==> config.mk <==
export PLATFORM = sky130hd
export DESIGN_NAME = countdown_timer_mmss
export DESIGN_NICKNAME = d
export VERILOG_FILES = /design/src/rtl/countdown_timer_mmss.sv
export SDC_FILE = /design/constraint.sdc
export NUM_CORES = 1
export LEC_CHECK = 0
export BUFFER_PORTS_ARGS = -buffer_cell sky130_fd_sc_hd__buf_2
export CORE_MARGIN = 2
export CORE_UTILIZATION = 47
export CTS_BUF_LIST = sky130_fd_sc_hd__clkbuf_8 sky130_fd_sc_hd__clkbuf_16
export CTS_CLUSTER_DIAMETER = 40
export DETAILED_ROUTE_END_ITERATION = 10
export PLACE_DENSITY = 0.8
export SYNTH_ARGS = -nofsm -noshare
export SYNTH_HDL_FRONTEND = slang
export SYNTH_SLANG_ARGS = --single-unit
==> constraint.sdc <==
create_clock -name clk -period 1.8 [get_ports clk]
set_input_delay 0.27 -clock clk [delete_from_list [all_inputs] [get_ports clk]]
set_output_delay 0.27 -clock clk [all_outputs]
set_load 0.03 [all_outputs]
==> src/rtl/countdown_timer_mmss.sv <==
// rtl/countdown_timer_mmss.sv - BCD mm:ss countdown timer with alarm
// Optional alarm auto-clear after ALARM_SEC seconds: define TIMER_ALARM_AUTOCLR_EN.
module countdown_timer_mmss #(
  parameter int ALARM_SEC = 10
) (
  input  logic       clk,
  input  logic       reset_n,
  input  logic       clk_sec,
  input  logic       btn_start,
  input  logic       btn_load,
  input  logic       btn_clear,
  input  logic [3:0] set_sec1,
  input  logic [3:0] set_sec10,
  input  logic [3:0] set_min1,
  input  logic [3:0] set_min10,
  output logic [3:0] sec1,
  output logic [3:0] sec10,
  output logic [3:0] min1,
  output logic [3:0] min10,
  output logic       running,
  output logic       alarm,
  output logic       load_err
);

  localparam logic [1:0] S_IDLE  = 2'd0;
  localparam logic [1:0] S_RUN   = 2'd1;
  localparam logic [1:0] S_PAUSE = 2'd2;
  localparam logic [1:0] S_ALARM = 2'd3;

  logic [1:0] state_q, state_d;
  logic [3:0] sec1_q, sec1_d, sec10_q, sec10_d;
  logic [3:0] min1_q, min1_d, min10_q, min10_d;
  logic       running_q, running_d;
  logic       alarm_q, alarm_d;
  logic       load_err_q, load_err_d;
  logic       preset_ok, at_one, at_zero;

`ifdef TIMER_ALARM_AUTOCLR_EN
  localparam int ACW = $clog2(ALARM_SEC + 1);
  logic [ACW-1:0] acnt_q, acnt_d;
`else
  logic unused_cfg;
  assign unused_cfg = (ALARM_SEC > 0);
`endif

  assign preset_ok = (set_sec1 <= 4'd9) && (set_sec10 <= 4'd5) &&
                     (set_min1 <= 4'd9) && (set_min10 <= 4'd9);
  assign at_zero   = ({min10_q, min1_q, sec10_q, sec1_q} == 16'h0000);
  assign at_one    = ({min10_q, min1_q, sec10_q, sec1_q} == 16'h0001);

  always_comb begin
    state_d    = state_q;
    sec1_d     = sec1_q;
    sec10_d    = sec10_q;
    min1_d     = min1_q;
    min10_d    = min10_q;
    load_err_d = 1'b0;
`ifdef TIMER_ALARM_AUTOCLR_EN
    acnt_d     = acnt_q;
`endif
    if (btn_clear) begin
      {min10_d, min1_d, sec10_d, sec1_d} = 16'h0000;
      state_d = S_IDLE;
    end else if (btn_load && state_q != S_RUN) begin
      // A rejected preset leaves both value and state untouched.
      if (preset_ok) begin
        {min10_d, min1_d, sec10_d, sec1_d} = {set_min10, set_min1, set_sec10, set_sec1};
        state_d = S_IDLE;
      end else begin
        load_err_d = 1'b1;
      end
    end else if (btn_start) begin
      case (state_q)
        S_IDLE:  if (!at_zero) state_d = S_RUN;
        S_RUN:   state_d = S_PAUSE;
        S_PAUSE: state_d = S_RUN;
        default: state_d = S_IDLE;
      endcase
    end else if (clk_sec) begin
      if (state_q == S_RUN) begin
        if (at_one) begin
          sec1_d  = 4'd0;
          state_d = S_ALARM;
        end else if (sec1_q != 4'd0) begin
          sec1_d = sec1_q - 4'd1;
        end else begin
          sec1_d = 4'd9;
          if (sec10_q != 4'd0) begin
            sec10_d = sec10_q - 4'd1;
          end else begin
            sec10_d = 4'd5;
            if (min1_q != 4'd0) begin
              min1_d = min1_q - 4'd1;
            end else begin
              min1_d  = 4'd9;
              min10_d = min10_q - 4'd1;
            end
          end
        end
      end
`ifdef TIMER_ALARM_AUTOCLR_EN
      else if (state_q == S_ALARM) begin
        if (acnt_q == ACW'(ALARM_SEC - 1)) state_d = S_IDLE;
        else acnt_d = acnt_q + 1'b1;
      end
`endif
    end
`ifdef TIMER_ALARM_AUTOCLR_EN
    if (state_d == S_ALARM && state_q != S_ALARM) acnt_d = '0;
`endif
    running_d = (state_d == S_RUN);
    alarm_d   = (state_d == S_ALARM);
  end

  always_ff @(posedge clk or negedge reset_n) begin
    if (!reset_n) begin
      state_q    <= S_IDLE;
      sec1_q     <= 4'd0;
      sec10_q    <= 4'd0;
      min1_q     <= 4'd0;
      min10_q    <= 4'd0;
      running_q  <= 1'b0;
      alarm_q    <= 1'b0;
      load_err_q <= 1'b0;
`ifdef TIMER_ALARM_AUTOCLR_EN
      acnt_q     <= '0;
`endif
    end else begin
      state_q    <= state_d;
      sec1_q     <= sec1_d;
      sec10_q    <= sec10_d;
      min1_q     <= min1_d;
      min10_q    <= min10_d;
      running_q  <= running_d;
      alarm_q    <= alarm_d;
      load_err_q <= load_err_d;
`ifdef TIMER_ALARM_AUTOCLR_EN
      acnt_q     <= acnt_d;
`endif
    end
  end

  assign sec1     = sec1_q;
  assign sec10    = sec10_q;
  assign min1     = min1_q;
  assign min10    = min10_q;
  assign running  = running_q;
  assign alarm    = alarm_q;
  assign load_err = load_err_q;

endmodule

==> flow_summary_export.csv <==
group,metric,value,unit
run_status,status,"complete, but fails checks",
run_status,violations,"negative setup slack",
sta,relSlewSlack,62.9,%
routing,wl_per_cell,15.8,microns
yosys,syn_area,1490,sq um
worst_setup_path,cp.required,1.99,ns
sta,rsz0062_at_grt,"true",
routing,drc,0,
run,max_cap_violations,0,
worst_setup_path,critical_path_class,"reg2reg",
placement,port_buffers,40,
floorplanning,rows,20,
global_routing,grt_max_degree,24,
layout,drive_gt1_share,49.2,%
routing,ant_nets,0,
yosys,syn_inst,168,
global_routing,first_global_vias,1564,
sta,finalMaxSlewViolations,0,
cts,cts_tree,"yes",
worst_setup_path,max_stage_delay,0.43,ns
routing,drt-total-wl,4670,microns
floorplanning,boundaryPins,41,
yosys,synth-seq-area-share,35.3,%
worst_setup_path,path_buf_inv,1,
worst_setup_path,crit_chain,"inv_2 -> ha_4 -> or3b_4 -> nor4b_4 -> a22oi_2 -> a311o_1 -> a21oi_1",
yosys,avgSynthCellArea,8.86,sq um
cts,clockBufferDepth,2,
pwr,p_sw,732,uW
worst_setup_path,cp-start-kind,"flip-flop",
floorplanning,die_w,60.3,microns
sta,tns,-0.678,ns
sta,finalWorstSetupSlack,-0.128,ns
pwr,power_frac_seq,30.0,%
routing,vias,1700,
sta,max_slew.worst_pin.slew,0.549,ns
layout,stdcell_area,2250,sq um
sta,period_share,107,%
yosys,synth_cell_types,53,
yosys,synth_seq_cells,21,
placement,dpl.hpwl,3360,microns
pwr,total_power,1910,uW
cts,clock_sinks,21,
worst_hold_path,hp-class,"in2reg",
cts,clk_latency,0.26,ns
pwr,ir_drop,0.499,mV
routing,post_drt_via_cell_ratio,5.74,
routing,drtIter0Drc,99,
yosys,synthesis.nets,193,
cts,htreeDepth,1,
worst_setup_path,cp_slowest_cell,"dfrtp_2",
cts,worst_setup_hold_path_clk_slew,0.08,ns
floorplanning,coreArea,3030,sq um
pwr,p_per_area,850,nW/um^2
global_routing,antenna_found_initial,0,
global_routing,grt_overflow,0,
worst_setup_path,critical_path.top_delay_family,"simple AND/OR/NAND/NOR gates",
sta,finClkSkew,0.00458,ns
routing,first_pass_iters,4,
floorplanning,die_area,3630,sq um
layout,layout-area-overhead-vs-synth,51.3,%
worst_setup_path,worstPathArrival,2.12,ns
global_routing,gr-usage-all-layers,26.5,%
layout,layout_commonest_cell,"buf_4",
pwr,comb_power_share,53.6,%
pwr,swShare,38.2,%
pwr,p_leak,0.00108,uW
yosys,synth-warning-count,0,
pwr,pwr-share-clk,16.4,%
yosys,synth_edf_count,0,
sta,hold_violations,0,
global_routing,grt_pass1_wl,7160,microns
sta,setup_violations,12,
floorplanning,dieHeight,60.3,microns
placement,gp_congestion,0.882,
worst_setup_path,cp_max_fo,7,
placement,dpl_cell_area,2030,sq um
yosys,ys.flop_type,"dfrtp_1",
sta,min_period,1.93,ns
yosys,async_reset_ff_share,100,%
layout,final_nets,278,
worst_setup_path,crit_path_end_kind,"flip-flop",
cts,cts_made_buffers,3,
sta,max_freq,0.519,GHz
layout,layout_common_cells,"45 x buf_4, 40 x buf_2, 19 x nand2_1, 18 x dfrtp_1, 14 x a21oi_1",
cts,cts_root_buf,"clkbuf_8",
pwr,intPower,1180,uW
layout,n_antenna_cell,0,
floorplanning,start_util,49.2,%
-- through the flow --
step | cells | setup slack (ns) | util [%] | hold WS, ns
floorplan | 168 | -0.168 | - | -0.0256
global placement | 282 | -0.0793 | 66.9 | 0.264
detailed placement | 282 | -0.108 | 66.9 | 0.264
CTS | 292 | -0.119 | 71.2 | 0.296
global route | 296 | -0.212 | 74.4 | 0.321
finish | 296 | -0.128 | 74.4 | 0.295
-- area by class of cell --
| cell class | count | area [sq um] |
|---|---|---|
| clock inverter | 1 | 3.75 |
| sequential | 21 | 529 |
| multi-input combinational | 131 | 1010 |
| timing repair buffer | 88 | 579 |
| clock buffer | 3 | 41.3 |
| tap | 44 | 55.1 |
| inverter | 8 | 30.0 |
| fill | 219 | 776 |
-- registers in the layout, indices dropped and copies added, names as in the netlist --
register	cells
min10	4
min1	4
sec10	4
sec1	4
state_q	2
alarm	1
load_err	1
running	1
-- power by group through the flow --
stage,logic (uW),registers [uW],clock network (uW)
3_3_place_gp,826,570,0
6_report,1030,574,314
3_5_place_dp,841,573,0
4_1_cts,918,569,311
5_1_grt,1100,579,335
2_1_floorplan,399,678,0
-- routing by layer --
metal	part of all wire, %	track usage (%)	vias up
met1	45	34.8	823
met5	0	0	-
met4	0.36	5.40	0
met3	5.3	2.81	2
met2	50	46.9	69
li1	-	-	806
-- final timing paths --
| kind | startpoint | to | slack [ns] | depth (start not counted) |
|---|---|---|---|---|
| worst max-delay path | sec1[0] | min1[1] | -0.13 | 7 |
| worst min-delay path | set_sec10[1] | sec10[1] | 0.30 | 3 |
| worst max register to register | sec1[0] | min1[1] | -0.13 | 7 |
| worst min register to register | min10[1] | min10[1] | 0.60 | 2 |
| max in group asynchronous | reset_n | sec1[0] | 0.92 | 2 |
| min in group asynchronous | reset_n | min10[3] | 0.50 | 2 |
-- cells by family (layout without fill, tap and decap cells) --
logic type	after synthesis	after routing	share of synthesized area, %
AOI/OAI and AO/OA	56	56	27.2
adders and majority gates	3	3	2.52
buffers and inverters	16	100	5.55
DFF	21	21	35.3
muxes	1	1	0.672
and+or+nand+nor	71	71	28.7
-- timing repair --
item,CTS,global route
endpoints found under the setup margin,17,18
hold buffers,1,0
hold endpoints to repair,21,0
buffers inserted,5,5
pin swaps,7,11
resized for setup,11,13
-- synthesized netlist by cell type (2+ instances only) --
master | instances | area share (%)
o211ai_1 | 4 | 2.0
or2_2 | 2 | 0.84
nor4_1 | 3 | 1.3
dfrtp_1 | 21 | 35
or3_1 | 2 | 0.84
nor2_1 | 8 | 2.0
a211o_1 | 2 | 1.2
nor3_1 | 4 | 1.3
ha_1 | 3 | 2.5
clkbuf_1 | 2 | 0.50
nand2b_1 | 3 | 1.3
inv_1 | 8 | 2.0
o31ai_2 | 2 | 1.7
nor4_2 | 2 | 1.7
o21ai_0 | 10 | 3.4
a21o_1 | 3 | 1.5
clkbuf_4 | 2 | 1.0
nor3b_1 | 3 | 1.5
a31oi_1 | 3 | 1.3
nand4_1 | 4 | 1.7
o21bai_1 | 2 | 1.0
and4_1 | 3 | 1.8
nand3_1 | 6 | 2.0
nor4b_1 | 3 | 1.8
a21oi_1 | 14 | 4.7
buf_2 | 2 | 0.67
nand2_1 | 19 | 4.8
o31ai_1 | 3 | 1.5
-- tightest hold or removal path, stage by stage --
cell and delay, ns:
buf_2 0.09, a21oi_1 0.06, o21ai_1 0.10
Note: power is estimated with default switching activity, not from simulation.
